### src/rtl/reg_file.sv
// reg_file: architectural register file with rename tags for an out-of-order core.
// Holds 32 x 32-bit values, a busy bit per register and the RoB tag that will
// produce each busy register. Operand queries are purely combinational and
// always see the state from before the current clock edge.
//
// Optional feature: define REG_COMMIT_BYPASS_EN to forward a same-cycle commit
// straight to a waiting operand. Without it the operand resolves only from
// the stored state and the RoB readiness lookup.
//
// ROB_SIZE_WIDTH normally comes from the shared core configuration include; a
// default is provided here so the block also builds standalone.

`ifndef ROB_SIZE_WIDTH
`define ROB_SIZE_WIDTH 4
`endif

module reg_file (
  input  logic                         clk,
  input  logic                         rst,
  input  logic                         rdy,
  input  logic [`ROB_SIZE_WIDTH-1:0]   issue_rob_id,
  input  logic [4:0]                   issue_rd,
  input  logic [`ROB_SIZE_WIDTH-1:0]   commit_rob_id,
  input  logic [4:0]                   commit_rd,
  input  logic [31:0]                  commit_value,
  input  logic                         clear,
  input  logic [4:0]                   rs1,
  input  logic [4:0]                   rs2,
  output logic [31:0]                  val1,
  output logic [31:0]                  val2,
  output logic [`ROB_SIZE_WIDTH-1:0]   dep1,
  output logic [`ROB_SIZE_WIDTH-1:0]   dep2,
  output logic                         has_dep1,
  output logic                         has_dep2,
  output logic [`ROB_SIZE_WIDTH-1:0]   get_rob_id1,
  output logic [`ROB_SIZE_WIDTH-1:0]   get_rob_id2,
  input  logic                         get_ready1,
  input  logic                         get_ready2,
  input  logic [31:0]                  get_value1,
  input  logic [31:0]                  get_value2
);

  localparam int RW = `ROB_SIZE_WIDTH;
  localparam int RES_W = 32 + 1 + RW;

  // Architectural state.
  logic [31:0]   r_values [32];
  logic [31:0]   r_busy;
  logic [RW-1:0] r_tags   [32];

  // Decoded update controls for the current edge.
  logic w_commit_en;
  logic w_commit_tag_hit;
  logic w_issue_en;
  logic w_clear_en;

  // Per-operand lookup of the stored state.
  logic [31:0]   w_sval1;
  logic [31:0]   w_sval2;
  logic          w_sbusy1;
  logic          w_sbusy2;
  logic [RW-1:0] w_stag1;
  logic [RW-1:0] w_stag2;

  // Commit-forwarding hits (always 0 when the bypass is compiled out).
  logic w_byp1;
  logic w_byp2;

  // Packed resolution results {value, has_dep, dep}.
  logic [RES_W-1:0] w_res1;
  logic [RES_W-1:0] w_res2;

  // Resolve one operand. Priority: idle register, then commit forwarding,
  // then the RoB lookup, otherwise the operand waits on its tag. x0 is
  // forced to a ready zero regardless of anything else.
  function automatic logic [RES_W-1:0] resolve_operand(
    input logic [4:0]    rs,
    input logic          busy,
    input logic [RW-1:0] tag,
    input logic [31:0]   value,
    input logic          byp_hit,
    input logic [31:0]   byp_value,
    input logic          rob_ready,
    input logic [31:0]   rob_value
  );
    logic [RES_W-1:0] res;
    res = {RES_W{1'b0}};
    if (rs == 5'd0) begin
      res = {32'd0, 1'b0, {RW{1'b0}}};
    end else if (!busy) begin
      res = {value, 1'b0, {RW{1'b0}}};
    end else if (byp_hit) begin
      res = {byp_value, 1'b0, {RW{1'b0}}};
    end else if (rob_ready) begin
      res = {rob_value, 1'b0, {RW{1'b0}}};
    end else begin
      res = {32'd0, 1'b1, tag};
    end
    return res;
  endfunction

  // Decode which updates apply on the coming edge; clear overrides issue and
  // busy release, but never the value write of a commit.
  always_comb begin
    w_commit_en      = 1'b0;
    w_commit_tag_hit = 1'b0;
    w_issue_en       = 1'b0;
    w_clear_en       = 1'b0;
    if (rdy) begin
      w_commit_en      = (commit_rd != 5'd0);
      w_commit_tag_hit = (commit_rd != 5'd0) && (r_tags[commit_rd] == commit_rob_id);
      w_clear_en       = clear;
      w_issue_en       = (issue_rd != 5'd0) && !clear;
    end else begin
      w_commit_en      = 1'b0;
      w_commit_tag_hit = 1'b0;
      w_issue_en       = 1'b0;
      w_clear_en       = 1'b0;
    end
  end

  // Value array: written by every enabled commit, cleared asynchronously.
  always_ff @(posedge clk or negedge rst) begin
    if (!rst) begin
      for (int i = 0; i < 32; i++) begin
        r_values[i] <= 32'd0;
      end
    end else if (w_commit_en) begin
      r_values[commit_rd] <= commit_value;
    end
  end

  // Busy bits: clear wipes all; otherwise a matching commit releases and an
  // issue sets, with the issue applied last so it wins on a shared rd.
  always_ff @(posedge clk or negedge rst) begin
    if (!rst) begin
      r_busy <= 32'd0;
    end else if (w_clear_en) begin
      r_busy <= 32'd0;
    end else begin
      if (w_commit_tag_hit) begin
        r_busy[commit_rd] <= 1'b0;
      end
      if (w_issue_en) begin
        r_busy[issue_rd] <= 1'b1;
      end
    end
  end

  // Rename tags: only an accepted issue changes a tag.
  always_ff @(posedge clk or negedge rst) begin
    if (!rst) begin
      for (int i = 0; i < 32; i++) begin
        r_tags[i] <= {RW{1'b0}};
      end
    end else if (w_issue_en) begin
      r_tags[issue_rd] <= issue_rob_id;
    end
  end

  // Read the pre-edge state for both source operands.
  always_comb begin
    w_sval1  = r_values[rs1];
    w_sval2  = r_values[rs2];
    w_sbusy1 = r_busy[rs1];
    w_sbusy2 = r_busy[rs2];
    w_stag1  = r_tags[rs1];
    w_stag2  = r_tags[rs2];
  end

`ifdef REG_COMMIT_BYPASS_EN
  // Forward a commit that retires exactly the tag an operand is waiting on.
  always_comb begin
    w_byp1 = 1'b0;
    w_byp2 = 1'b0;
    if (rdy && (commit_rd != 5'd0)) begin
      w_byp1 = (commit_rd == rs1) && w_sbusy1 && (w_stag1 == commit_rob_id);
      w_byp2 = (commit_rd == rs2) && w_sbusy2 && (w_stag2 == commit_rob_id);
    end else begin
      w_byp1 = 1'b0;
      w_byp2 = 1'b0;
    end
  end
`else
  // No commit forwarding in this build.
  always_comb begin
    w_byp1 = 1'b0;
    w_byp2 = 1'b0;
  end
`endif

  // Resolve both operands and drive the query outputs.
  always_comb begin
    w_res1 = resolve_operand(rs1, w_sbusy1, w_stag1, w_sval1, w_byp1, commit_value,
                             get_ready1, get_value1);
    w_res2 = resolve_operand(rs2, w_sbusy2, w_stag2, w_sval2, w_byp2, commit_value,
                             get_ready2, get_value2);
    val1        = w_res1[RES_W-1 -: 32];
    has_dep1    = w_res1[RW];
    dep1        = w_res1[RW-1:0];
    val2        = w_res2[RES_W-1 -: 32];
    has_dep2    = w_res2[RW];
    dep2        = w_res2[RW-1:0];
    get_rob_id1 = w_stag1;
    get_rob_id2 = w_stag2;
  end

endmodule
### config.mk
export PLATFORM = sky130hd
export DESIGN_NAME = reg_file
export DESIGN_NICKNAME = d
export VERILOG_FILES = /design/src/rtl/reg_file.sv
export SDC_FILE = /design/constraint.sdc
export NUM_CORES = 2
export LEC_CHECK = 0
export ABC_AREA = 0
export CORE_UTILIZATION = 42
export DETAILED_ROUTE_END_ITERATION = 8
export GPL_TIMING_DRIVEN = 0
export HOLD_SLACK_MARGIN = 0.15
export SYNTH_ARGS = -nofsm -noshare
export SYNTH_HDL_FRONTEND = slang
export SYNTH_SLANG_ARGS = --single-unit
### constraint.sdc
create_clock -name clk -period 2.75 [get_ports clk]
set_input_delay 0.275 -clock clk [delete_from_list [all_inputs] [get_ports clk]]
set_output_delay 0.275 -clock clk [all_outputs]
set_load 0.05 [all_outputs]
==> results.yml <==
status:
  status: "finished with violations"
  violations: "setup timing"
clocking:
  worst_skew_pair.late_latency_ns: 0.82
  cts-root-buf: "clkbuf_16"
  cts_buffers: 138
  clkTransAtPathRegs_ns: 0.06
  h-tree-depth: 4
  cts_num_sinks: 1184
  tritoncts: "yes"
  cts_max_path_buffers: 3
critical_path:
  ff2ff_path_depth: 10
  r2r-start: "r_tags[112]"
  crit_arrival_ns: 3.61
  startpoint_type: "register"
  crit_required_ns: 2.48
  rrSetupSlack_ns: 0.04
  crit_path_end_kind: "primary output"
  cp_max_fo: 5
  r2r_end: "r_busy[19]"
  critPathKind: "register to primary output"
  startpoint: "r_busy[19]"
detailed_routing:
  drtIter0Drc: 5990
  vias: 45807
  routed_wirelength_um: 258000
  drc_errors: 0
  postRouteAntennaNets: 0
  first_pass_iters: 5
  via_per_inst: 6.57
  avgRoutedWirePerCell_um: 37.0
power:
  p_switching_mw: 17.4
  combPwrFrac: 0.261
  p_per_area_nw_per_um2: 731
  ir_drop_v: 0.000512
  power.leakage_nw: 33.1
  internal-power_mw: 38.8
  clkPwrFrac: 0.333
  swShare: 0.310
  seqPwrFrac: 0.407
placement:
  placed_cells: 6659
  port-buffer-count: 199
  gp_congestion: 0.972
  dp_hpwl_um: 185000
sta:
  tightest_slew_ns: 1.24
  setup_viol: 110
  timing.final.crit_share: 1.41
  rsz0062_at_grt: "yes"
  fin_crit_ns: 3.89
  fin_skew_ns: 0.0429
  max_slew_margin: 0.173
  setup-tns-final_ns: -70.03
  slew_violations: 0
  hold_viol: 0
  fin_ws_ns: -1.14
  fmax_ghz: 0.257
finish:
  ff_latch_area_sq_um: 29600
  multi_input_area_sq_um: 34100
  fin_cells: 6974
  nets: 4948
  syn2layout_area_growth_pct: 18.2
  nFillCells: 13241
  drive_gt1_frac: 0.525
  layout_commonest_cell: "dfrtp_1"
  final_cell_mix: "1183 x dfrtp_1, 1044 x mux2_2, 740 x mux4_2"
logic_synthesis:
  syn_nets: 4537
  ys_seq_area_frac: 0.456
  netlist_area_sq_um: 65000
  syn_avg_cell_area_sq_um: 14.8
  synth_cell_type_count: 40
  netlist_instances: 4407
  ys.warnings.count: 0
  synth_seq_cells: 1184
global_routing:
  grt-ovfl-total: 0
  grt_pass1_vias: 44766
  grt_pass1_wl_um: 357000
  grt_max_degree: 172
  antenna_found_initial: 31
  grtUsageTotal: 0.329
floorplan:
  die-area_sq_um: 156000
  die_h_um: 396
  rows: 144
  die_w_um: 396
  ios: 212
  core_area_sq_um: 154000
  initial_core_util: 0.423
min_path:
  hp-class: "input port to asynchronous set/reset pin"
run:
  cap_viol_max_count: 0
[power by group through the flow]
stage | clock network (mW) | registers [mW] | logic (mW)
after floorplan | 0 | 22.2 | 9.31
after global placement | 0 | 23.0 | 13.2
after detailed placement | 0 | 23.0 | 13.6
after CTS | 18.8 | 22.7 | 14.0
after global routing | 19.5 | 23.2 | 15.2
final | 18.7 | 22.8 | 14.6
[per-stage QoR]
stage / area [sq um] / hold WS, ns / power (mW) / utilization / setup WS [ns]
after floorplan: 65300 / -0.0206 / 31.5 / - / -0.0720
after global placement: 69900 / 0.453 / 36.2 / 0.454 / -54.15
after detailed placement: 70200 / 0.174 / 36.6 / 0.456 / -2.61
after CTS: 76000 / 0.163 / 55.6 / 0.494 / -1.12
after global routing: 76800 / 0.200 / 57.9 / 0.499 / -1.15
final: 76900 / 0.155 / 56.2 / 0.500 / -1.14
[state kept, by name, indices dropped and copies added (netlist names)]
signal and flops:
r_busy 32, r_values 1024, r_tags 128
[kinds of logic (layout without fill, tap and decap cells)]
logic type | after synthesis | after routing | share of synthesized area
multiplexers | 1858 | 1858 | 0.449
flip-flops | 1184 | 1184 | 0.456
AND/OR/NAND/NOR | 682 | 682 | 0.0475
buffers and inverters | 521 | 1033 | 0.0343
AO/OA/AOI/OAI | 158 | 158 | 0.0136
XOR/XNOR | 4 | 4 | 0.000539
other | 0 | 11 | 0
[how the worst max path moves through the flow]
stage | endpoint | slack [ns]
2_1_floorplan | val2[11] | -0.07
3_3_place_gp | r_values[140] | -54.15
3_5_place_dp | val2[10] | -2.61
4_1_cts | val1[3] | -1.12
5_1_grt | val1[3] | -1.15
6_report | val1[3] | -1.14
[repair_timing]
item / CTS / global route
endpoints found under the hold margin: 342 / 0
setup buffers: 27 / 32
hold buffers: 3 / 0
cloned: 5 / 3
gates resized for setup: 885 / 175
endpoints found under the setup margin: 676 / 667
pin swaps: 9 / 39
[routing by layer]
layer,track usage,share of wire,vias to the layer above
met1,0.447,0.39,24871
met2,0.472,0.43,2742
met5,0.0102,0.0017,-
met4,0.129,0.043,30
met3,0.130,0.13,554
li1,-,-,17610
[cell type report]
cell class / instances / area share
Tap cell: 2044 / 0.0333
Buffer: 482 / 0.0350
Antenna cell: 11 / 0.000358
Multi-Input combinational cell: 2702 / 0.444
Clock buffer: 193 / 0.0518
Timing Repair Buffer: 273 / 0.0415
Clock inverter: 48 / 0.00685
Sequential cell: 1184 / 0.386
Inverter: 37 / 0.00195
[cells in the mapped netlist]
library cell,n,share of area
nand3_1,8,0.00062
and2_1,2,0.00019
or4bb_1,5,0.00087
buf_2,109,0.0084
buf_1,63,0.0036
o22ai_1,32,0.0031
buf_6,11,0.0019
a31oi_1,20,0.0019
o21ai_0,31,0.0024
nor3_1,5,0.00038
nor4_2,1,0.00019
clkbuf_1,286,0.017
or4_1,6,0.00069
nor2_1,32,0.0018
mux2i_1,66,0.010
nor3b_2,2,0.00038
or2_2,2,0.00019
a41oi_1,8,0.0011
nand2b_1,1,0.000096
nor3_2,2,0.00031
nand4_1,2,0.00019
nand2_1,507,0.029
mux4_2,740,0.26
nor3b_1,4,0.00046
a21oi_1,67,0.0052
nand3b_1,70,0.0081
or4b_2,4,0.00062
and3_1,2,0.00019
xor2_1,4,0.00054
or3b_2,1,0.00013
nor4_1,8,0.00077
dfrtp_1,1184,0.46
inv_1,37,0.0021
nand4bb_1,1,0.00017
nand4b_1,4,0.00054
or3_1,2,0.00019
and3b_1,1,0.00013
nor2b_1,10,0.00096
buf_4,15,0.0017
mux2_2,1052,0.18
[worst max-delay path, stage by stage (launching register included)]
cell and delay, ns:
dfrtp_1 0.40, mux4_2 0.50, mux4_2 0.53, mux2i_4 0.19, buf_6 0.13, buf_12 0.17, clkbuf_16 0.17, nand3b_1 0.37
a21oi_4 0.14, buf_6 0.19
No activity file was read; power rests on OpenSTA's default activity.
